File: src/rtl/mips_multicycle_control_pkg.sv
// Shared definitions for the multicycle MIPS control unit: opcodes, functs,
// FSM state encodings and the datapath mux/ALU select codes.
package mips_multicycle_control_pkg;

    localparam logic [5:0] OP_RTYPE = 6'b000000;
    localparam logic [5:0] OP_LW    = 6'b100011;
    localparam logic [5:0] OP_SW    = 6'b101011;
    localparam logic [5:0] OP_BEQ   = 6'b000100;
    localparam logic [5:0] OP_ADDI  = 6'b001000;
    localparam logic [5:0] OP_J     = 6'b000010;

    localparam logic [5:0] FN_ADD = 6'b100000;
    localparam logic [5:0] FN_SUB = 6'b100010;
    localparam logic [5:0] FN_AND = 6'b100100;
    localparam logic [5:0] FN_OR  = 6'b100101;
    localparam logic [5:0] FN_SLT = 6'b101010;

    localparam logic [2:0] ALU_ADD = 3'b010;
    localparam logic [2:0] ALU_SUB = 3'b110;
    localparam logic [2:0] ALU_AND = 3'b000;
    localparam logic [2:0] ALU_OR  = 3'b001;
    localparam logic [2:0] ALU_SLT = 3'b111;

    localparam logic [1:0] SRCB_B      = 2'b00;
    localparam logic [1:0] SRCB_FOUR   = 2'b01;
    localparam logic [1:0] SRCB_IMM    = 2'b10;
    localparam logic [1:0] SRCB_IMMSH2 = 2'b11;

    localparam logic [1:0] PCSRC_ALURES = 2'b00;
    localparam logic [1:0] PCSRC_ALUOUT = 2'b01;
    localparam logic [1:0] PCSRC_JUMP   = 2'b10;

    typedef enum logic [1:0] {
        ALUOP_ADD   = 2'b00,
        ALUOP_SUB   = 2'b01,
        ALUOP_FUNCT = 2'b10,
        ALUOP_RSVD  = 2'b11
    } aluop_t;

    typedef enum logic [3:0] {
        S_FETCH   = 4'd0,
        S_DECODE  = 4'd1,
        S_MEMADR  = 4'd2,
        S_MEMRD   = 4'd3,
        S_MEMWB   = 4'd4,
        S_MEMWR   = 4'd5,
        S_EXECUTE = 4'd6,
        S_ALUWB   = 4'd7,
        S_BRANCH  = 4'd8,
        S_ADDIEX  = 4'd9,
        S_ADDIWB  = 4'd10,
        S_JUMP    = 4'd11,
        S_HALT    = 4'd12
    } state_t;

endpackage

File: src/rtl/mips_multicycle_control_alu_decoder.sv
// ALU decoder: maps the FSM's aluop class plus the R-type funct field to the
// 3-bit ALU control code. Purely combinational.
module mips_multicycle_control_alu_decoder
    import mips_multicycle_control_pkg::*;
(
    input  aluop_t      i_aluop,
    input  logic [5:0]  i_funct,
    output logic [2:0]  o_alucontrol
);

    always_comb begin
        o_alucontrol = ALU_ADD;
        case (i_aluop)
            ALUOP_ADD:  o_alucontrol = ALU_ADD;
            ALUOP_SUB:  o_alucontrol = ALU_SUB;
            ALUOP_FUNCT: begin
                case (i_funct)
                    FN_ADD:  o_alucontrol = ALU_ADD;
                    FN_SUB:  o_alucontrol = ALU_SUB;
                    FN_AND:  o_alucontrol = ALU_AND;
                    FN_OR:   o_alucontrol = ALU_OR;
                    FN_SLT:  o_alucontrol = ALU_SLT;
                    default: o_alucontrol = ALU_ADD;
                endcase
            end
            ALUOP_RSVD: o_alucontrol = ALU_ADD;
            default:    o_alucontrol = ALU_ADD;
        endcase
    end

endmodule

File: src/rtl/mips_multicycle_control.sv
// Multicycle MIPS main control: Moore FSM sequencing fetch/decode/execute/
// memory/writeback, with datapath controls decoded combinationally from state.
module mips_multicycle_control
    import mips_multicycle_control_pkg::*;
#(
    parameter bit ILLEGAL_TRAP = 1'b0
) (
    input  logic       i_clock,
    input  logic       i_reset,
    input  logic [5:0] i_op,
    input  logic [5:0] i_funct,
    input  logic       i_zero,
    output logic       o_pcen,
    output logic       o_irwrite,
    output logic       o_iord,
    output logic       o_memwrite,
    output logic       o_memtoreg,
    output logic       o_regdst,
    output logic       o_regwrite,
    output logic       o_alusrca,
    output logic [1:0] o_alusrcb,
    output logic [1:0] o_pcsrc,
    output logic [2:0] o_alucontrol,
    output logic [3:0] o_state
);

    state_t     r_state;
    aluop_t     w_aluop;
    logic       w_pcwrite;
    logic       w_branch;
    logic       w_alu_en;
    logic [2:0] w_alu_dec;

    always_ff @(posedge i_clock) begin
        if (i_reset) begin
            r_state <= S_FETCH;
        end else begin
            case (r_state)
                S_FETCH:  r_state <= S_DECODE;
                S_DECODE: begin
                    case (i_op)
                        OP_LW, OP_SW: r_state <= S_MEMADR;
                        OP_RTYPE:     r_state <= S_EXECUTE;
                        OP_BEQ:       r_state <= S_BRANCH;
                        OP_ADDI:      r_state <= S_ADDIEX;
                        OP_J:         r_state <= S_JUMP;
                        default:      r_state <= ILLEGAL_TRAP ? S_HALT : S_FETCH;
                    endcase
                end
                S_MEMADR:  r_state <= (i_op == OP_SW) ? S_MEMWR : S_MEMRD;
                S_MEMRD:   r_state <= S_MEMWB;
                S_EXECUTE: r_state <= S_ALUWB;
                S_ADDIEX:  r_state <= S_ADDIWB;
                S_HALT:    r_state <= S_HALT;
                default:   r_state <= S_FETCH;
            endcase
        end
    end

    mips_multicycle_control_alu_decoder u_aludec (
        .i_aluop      (w_aluop),
        .i_funct      (i_funct),
        .o_alucontrol (w_alu_dec)
    );

    // Reset masks every control so an abandoned instruction cannot write back.
    always_comb begin
        w_aluop    = ALUOP_ADD;
        w_pcwrite  = 1'b0;
        w_branch   = 1'b0;
        w_alu_en   = 1'b0;
        o_irwrite  = 1'b0;
        o_iord     = 1'b0;
        o_memwrite = 1'b0;
        o_memtoreg = 1'b0;
        o_regdst   = 1'b0;
        o_regwrite = 1'b0;
        o_alusrca  = 1'b0;
        o_alusrcb  = SRCB_B;
        o_pcsrc    = PCSRC_ALURES;
        if (!i_reset) begin
            w_alu_en = 1'b1;
            case (r_state)
                S_FETCH: begin
                    o_alusrcb = SRCB_FOUR;
                    o_irwrite = 1'b1;
                    w_pcwrite = 1'b1;
                end
                S_DECODE:  o_alusrcb = SRCB_IMMSH2;
                S_MEMADR: begin
                    o_alusrca = 1'b1;
                    o_alusrcb = SRCB_IMM;
                end
                S_MEMRD:   o_iord = 1'b1;
                S_MEMWB: begin
                    o_memtoreg = 1'b1;
                    o_regwrite = 1'b1;
                end
                S_MEMWR: begin
                    o_iord     = 1'b1;
                    o_memwrite = 1'b1;
                end
                S_EXECUTE: begin
                    o_alusrca = 1'b1;
                    w_aluop   = ALUOP_FUNCT;
                end
                S_ALUWB: begin
                    o_regdst   = 1'b1;
                    o_regwrite = 1'b1;
                end
                S_BRANCH: begin
                    o_alusrca = 1'b1;
                    w_aluop   = ALUOP_SUB;
                    o_pcsrc   = PCSRC_ALUOUT;
                    w_branch  = 1'b1;
                end
                S_ADDIEX: begin
                    o_alusrca = 1'b1;
                    o_alusrcb = SRCB_IMM;
                end
                S_ADDIWB:  o_regwrite = 1'b1;
                S_JUMP: begin
                    o_pcsrc   = PCSRC_JUMP;
                    w_pcwrite = 1'b1;
                end
                default:   w_alu_en = 1'b0;
            endcase
        end
        o_pcen       = w_pcwrite | (w_branch & i_zero);
        o_alucontrol = w_alu_en ? w_alu_dec : 3'b000;
        o_state      = i_reset ? 4'd0 : r_state;
    end

endmodule
File: config.mk
export PLATFORM = sky130hd
export DESIGN_NAME = mips_multicycle_control
export DESIGN_NICKNAME = d
export VERILOG_FILES = /design/src/rtl/mips_multicycle_control_pkg.sv /design/src/rtl/mips_multicycle_control_alu_decoder.sv /design/src/rtl/mips_multicycle_control.sv
export SDC_FILE = /design/constraint.sdc
export NUM_CORES = 1
export LEC_CHECK = 0
export CAP_MARGIN = 30
export CORE_MARGIN = 5
export CORE_UTILIZATION = 25
export DETAILED_ROUTE_END_ITERATION = 6
export HOLD_SLACK_MARGIN = 0.1
export PLACE_DENSITY = 0.59
export SYNTH_ARGS = -nofsm -noshare
export SYNTH_HDL_FRONTEND = slang
export SYNTH_SLANG_ARGS = --single-unit
File: constraint.sdc
create_clock -name i_clock -period 3.3 [get_ports i_clock]
set_input_delay 0.66 -clock i_clock [delete_from_list [all_inputs] [get_ports i_clock]]
set_output_delay 0.66 -clock i_clock [all_outputs]
set_load 0.03 [all_outputs]
### Word-level counts from Yosys, hierarchy flattened

Index checks and enable logic that the tools add are counted.
W data, S select, Z words.

* register bits after elaboration: 4
* output and inout bits: 19
* word-level logic and storage cells: 71

* eq/ne operators: 24
* mux-type cells: 33
* bitwise logic cells: 2
* reductions and logical operators: 11

Operators with widths (number)
* $eq A6 B6 Y1 const B: 6
* $pmux W4 S7: 1
* $eq A4 B4 Y1 const B: 5
* $mux W1: 20
* $pmux W4 S5: 1
* $eq A4 B3 Y1 const B: 4
* $pmux W3 S4: 1
* $reduce_or A12 Y1: 1
* $reduce_or A2 Y1: 5
* $pmux W3 S3: 1
* $eq A4 B2 Y1 const B: 2
* $pmux W2 S2: 2
* $eq A6 B2 Y1 const B: 1
* $eq A6 B3 Y1 const B: 1
* $eq A6 B4 Y1 const B: 1
* $logic_not A6 Y1: 1
* $mux W2: 3
* $mux W3: 2
* $pmux W2 S3: 1
* $eq A2 B2 Y1 const B: 2
* $eq A4 B1 Y1 const B: 1
* $logic_not A4 Y1: 1
* $mux W4: 1
* $reduce_or A4 Y1: 1
* 5 further kinds: 5

### Longest topological paths before layout

* word-level depth: 7
* mapped depth: 8
* mapped depth without buffers: 7

### Cells and area by module

A second synthesis with hierarchy kept.

* cells, all modules: 92
* area, all modules: 616.8 um^2

Modules (own cells, without submodules)
* mips_multicycle_control: instances 1, cells an instance 78, area each 498.0 um^2, sequential area each 80.1 um^2
* mips_multicycle_control_alu_decoder: instances 1, cells an instance 14, area each 118.9 um^2, sequential area each 0.0 um^2

### Worst setup path before layout

OpenSTA, ideal clock, no wires.

* kind: input-to-output
* start: input i_reset
* end: output o_alucontrol[0]
* arrival time: 2.359 ns
* required time: 2.640 ns
* slack: 0.281 ns
* cell stages on the path: 6
* buffers on the path: 0
* cell sequence: nand2b_1 > nor3_1 > inv_1 > ha_1 > nand2b_1 > nor4_1

* cells in the longest elaborated chain, start to end: 5
* elaborated cells on any way between the ends: 9
* those cells by class: eq/ne: 3; mux: 4; reduce/logical: 2

RTL lines
* start: declaration: line mips_multicycle_control.sv:9 `input logic i_reset,`
* $mux W2: line mips_multicycle_control.sv:81 `if (!i_reset) begin`
* $eq A2 B2 Y1 / $logic_not A2 Y1 (equally long branches): line mips_multicycle_control_alu_decoder.sv:13 `case (i_aluop)`
* $reduce_or A2 Y1 (no source line)
* $pmux W3 S3: line mips_multicycle_control_alu_decoder.sv:13
* $mux W3 *: line mips_multicycle_control.sv:130 `o_alucontrol = w_alu_en ? w_alu_dec : 3'b000;`
* end: declaration: line mips_multicycle_control.sv:23 `output logic [2:0] o_alucontrol,`

Every way passes the cells marked *; elsewhere a longest branch is shown, timed or not.

### Worst setup path after layout

* start: input i_reset
* end: output o_alucontrol[2]

Same word-level chain as after synthesis.

==> key figures <==
STA
  • Fin crit period: about 3200 ps
  • Final setup margin: around 150 ps
  • Tightest Pin Transition: 715 ps
  • Final Max Tran Viols: 0
  • Final Skew: about 4.4 ps
  • Final Hold Fails: 0
  • Tcrit/Tclk final: 0.955
  • Fmax: between 0.3 and 0.4 GHz
  • Relative slew slack: 0.523
  • Sum of negative setup slack: 0 ps
  • Setup violations, final: 0

Clocking
  • TritonCTS Sinks: 4
  • H-tree level count: 1
  • CTS root buffer: clkbuf_4
  • Clock latency on the worst-skew pair: roughly 230 ps
  • Post-CTS setup buffers: 0
  • Clock transition at the registers of the reported paths: roughly 40 ps
  • CTS tree: done
  • Maximum clock path buffer count: 2
  • Num CTS Buffers: 3

Layout
  • Nets: 146
  • Final Instance Area: a little over 0.001 mm²
  • Total inserted antenna cells: 0
  • Area growth syn-to-layout: 57.1%
  • Largest Register: r_state
  • Max reg flops: 4
  • Filler cells: ~280
  • Share of post-route cells with drive strength above 1: 0.0945
  • Biggest registers after layout: r_state x4

Logic synthesis
  • EDFF count, synth: 0
  • Mean area per synthesized cell: a little under 7 µm²
  • Post-synth top area cell: dfxtp_1
  • Most frequent cell after synthesis: nor2_1
  • Synth cell count leaders: nor2_1 (11), inv_1 (10), nor3_1 (7)
  • Top cells by area, synth: dfxtp_1 (12%), nor2_1 (6.4%), inv_1 (5.8%)
  • Main synth FF type: dfxtp_1
  • Post-synth cell types: 37
  • Top-area cell type share of the netlist area: 0.124
  • Synth Instances: 96
  • Syn_nets: between 100 and 150
  • Mapped Area: around 650 µm²
  • Yosys Warn Count: 0
  • Flops & latches, synth: 4
  • Ys async rst share: 0
  • Seq/Total Area, Yosys: 0.124

Floorplan
  • Core Footprint: 0.00248 mm²
  • Die width: between 60 and 70 µm
  • Std cell rows: 18
  • Die height: around 61 µm
  • Starting Density: 0.262
  • Die ar.: ~0.0037 mm²
  • I/O pins: 34

Power
  • Clock network power share: 0.311
  • Gate power share: 0.405
  • Power Density: ~190 mW/mm²
  • Leak: around 0.37 nW
  • Internal power: approximately 0.00013 W
  • Sw frac: 0.325
  • Switch Pwr: ~0.000063 W
  • Sequential share of power: 0.284
  • Peak supply drop: between 0.09 and 0.1 mV

Global routing
  • Largest net degree at the start of global routing: 22
  • First-pass GRT wire length: roughly 3400 µm
  • GRT overflow: 0
  • Overall routing resource usage: 0.116
  • Vias in the first global route: 830
  • Initial antenna violation count: 0

Worst setup path
  • Critical path required time: around 2600 ps
  • Setup crit end kind: output port
  • Worst setup SP type: input port
  • WS Path Type: in2out
  • Arr. time, crit path: approximately 2500 ps
  • R2r setup slk: between 1500 and 2000 ps
  • CP Max Fanout: 4

Placement
  • PortBufs: 33
  • Placed inst area: approximately 990 µm²
  • Placer Congestion: about 0.78
  • HPWL after DPL: about 1500 µm
  • Pre-CTS WS: between 90 and 100 ps

Routing
  • DRT iter0 DRCs: 34
  • Pre-Repair DR Iteration Count: 4
  • DRT antenna net count: 0
  • DR WL/cell: 12.5 µm
  • DR vias: 804
  • Drt drc: 0
  • Post-Route WL: 1970 µm
  • Vias/cell: between 5 and 6

Run status
  • Run status: finished clean

Hold path
  • Worst min path class: reg2reg

Run
  • Max Cap Viol: 0
==> power by group through the flow <==
stage | Sequential, W | Combinational [W] | Clock (W)
5_1_grt | 0.0000552 | 0.0000850 | 0.0000676
2_1_floorplan | 0.0000513 | 0.0000436 | 0
6_report | 0.0000547 | 0.0000780 | 0.0000598
3_5_place_dp | 0.0000552 | 0.0000779 | 0
3_3_place_gp | 0.0000553 | 0.0000770 | 0
4_1_cts | 0.0000545 | 0.0000784 | 0.0000646
==> metal layers <==
| layer | up-vias | global-route usage | part of all wire | wire (µm) |
|---|---|---|---|---|
| met5 | - | 0 | 0 | 0 |
| met4 | 0 | 0.0372 | 0 | 0 |
| met3 | 0 | 0.0213 | 0.065 | 127 |
| met2 | 31 | 0.197 | 0.47 | 922 |
| met1 | 361 | 0.147 | 0.47 | 917 |
| li1 | 412 | - | - | - |
==> path summary, 6_finish.rpt <==
path	startpoint	to	cells past startpoint
worst min register to register	r_state[0]	r_state[1]	2
worst max register to register	r_state[2]	r_state[0]	5
worst min-delay path	r_state[0]	r_state[1]	2
worst max-delay path	i_reset	o_alucontrol[2]	9
==> repair_timing <==
item / 4_1_cts / 5_1_grt
hold buffers: 0 / 0
gates resized for setup: 0 / 1
hold endpoints to repair: 0 / 0
setup endpoints to repair: 0 / 1
==> layout make-up <==
cell class / count / area, µm² / area share
multi-input combinational: 74 / 495 / 0.486
sequential: 4 / 80.1 / 0.0786
clock buffer: 3 / 22.5 / 0.0221
tap: 30 / 37.5 / 0.0369
timing repair buffer: 36 / 345 / 0.339
inverter: 10 / 37.5 / 0.0369
==> placed cells by master, fill, tap and decap left out, drive strengths merged, types with 4 or more instances in the layout <==
cell type,Yosys,final
a21oi,5,5
buf,5,6
clkdlybuf4s50,0,30
dfxtp,4,4
inv,10,10
nand2b,4,4
nor2,11,11
nor3,7,7
nor4,4,4
==> logic make-up after synthesis <==
kind of cell | share of synthesized area
AND/OR/NAND/NOR | 0.380
buffers and inverters | 0.120
flip-flops | 0.124
AO/OA/AOI/OAI | 0.270
adder cells (fa/ha/maj) | 0.0386
XOR/XNOR | 0.0676
==> per-stage QoR <==
stage / power (W) / cells / utilization / hold WS (ps)
floorplan: 0.0000950 / 96 / - / 672
global placement: 0.000132 / 154 / 0.400 / 704
detailed placement: 0.000133 / 154 / 0.400 / 702
CTS: 0.000198 / 157 / 0.409 / 712
global route: 0.000208 / 157 / 0.411 / 785
finish: 0.000192 / 157 / 0.411 / 714
==> worst max-delay path, cell delays in order <==
cell             delay (ps)
clkdlybuf4s50_1         450
or3_1                   380
nor3b_2                 220
inv_1                    60
ha_1                    300
nor2_1                   90
a41oi_1                  50
nor2_1                  100
buf_4                   160
Power figures use the tool's default switching activity.
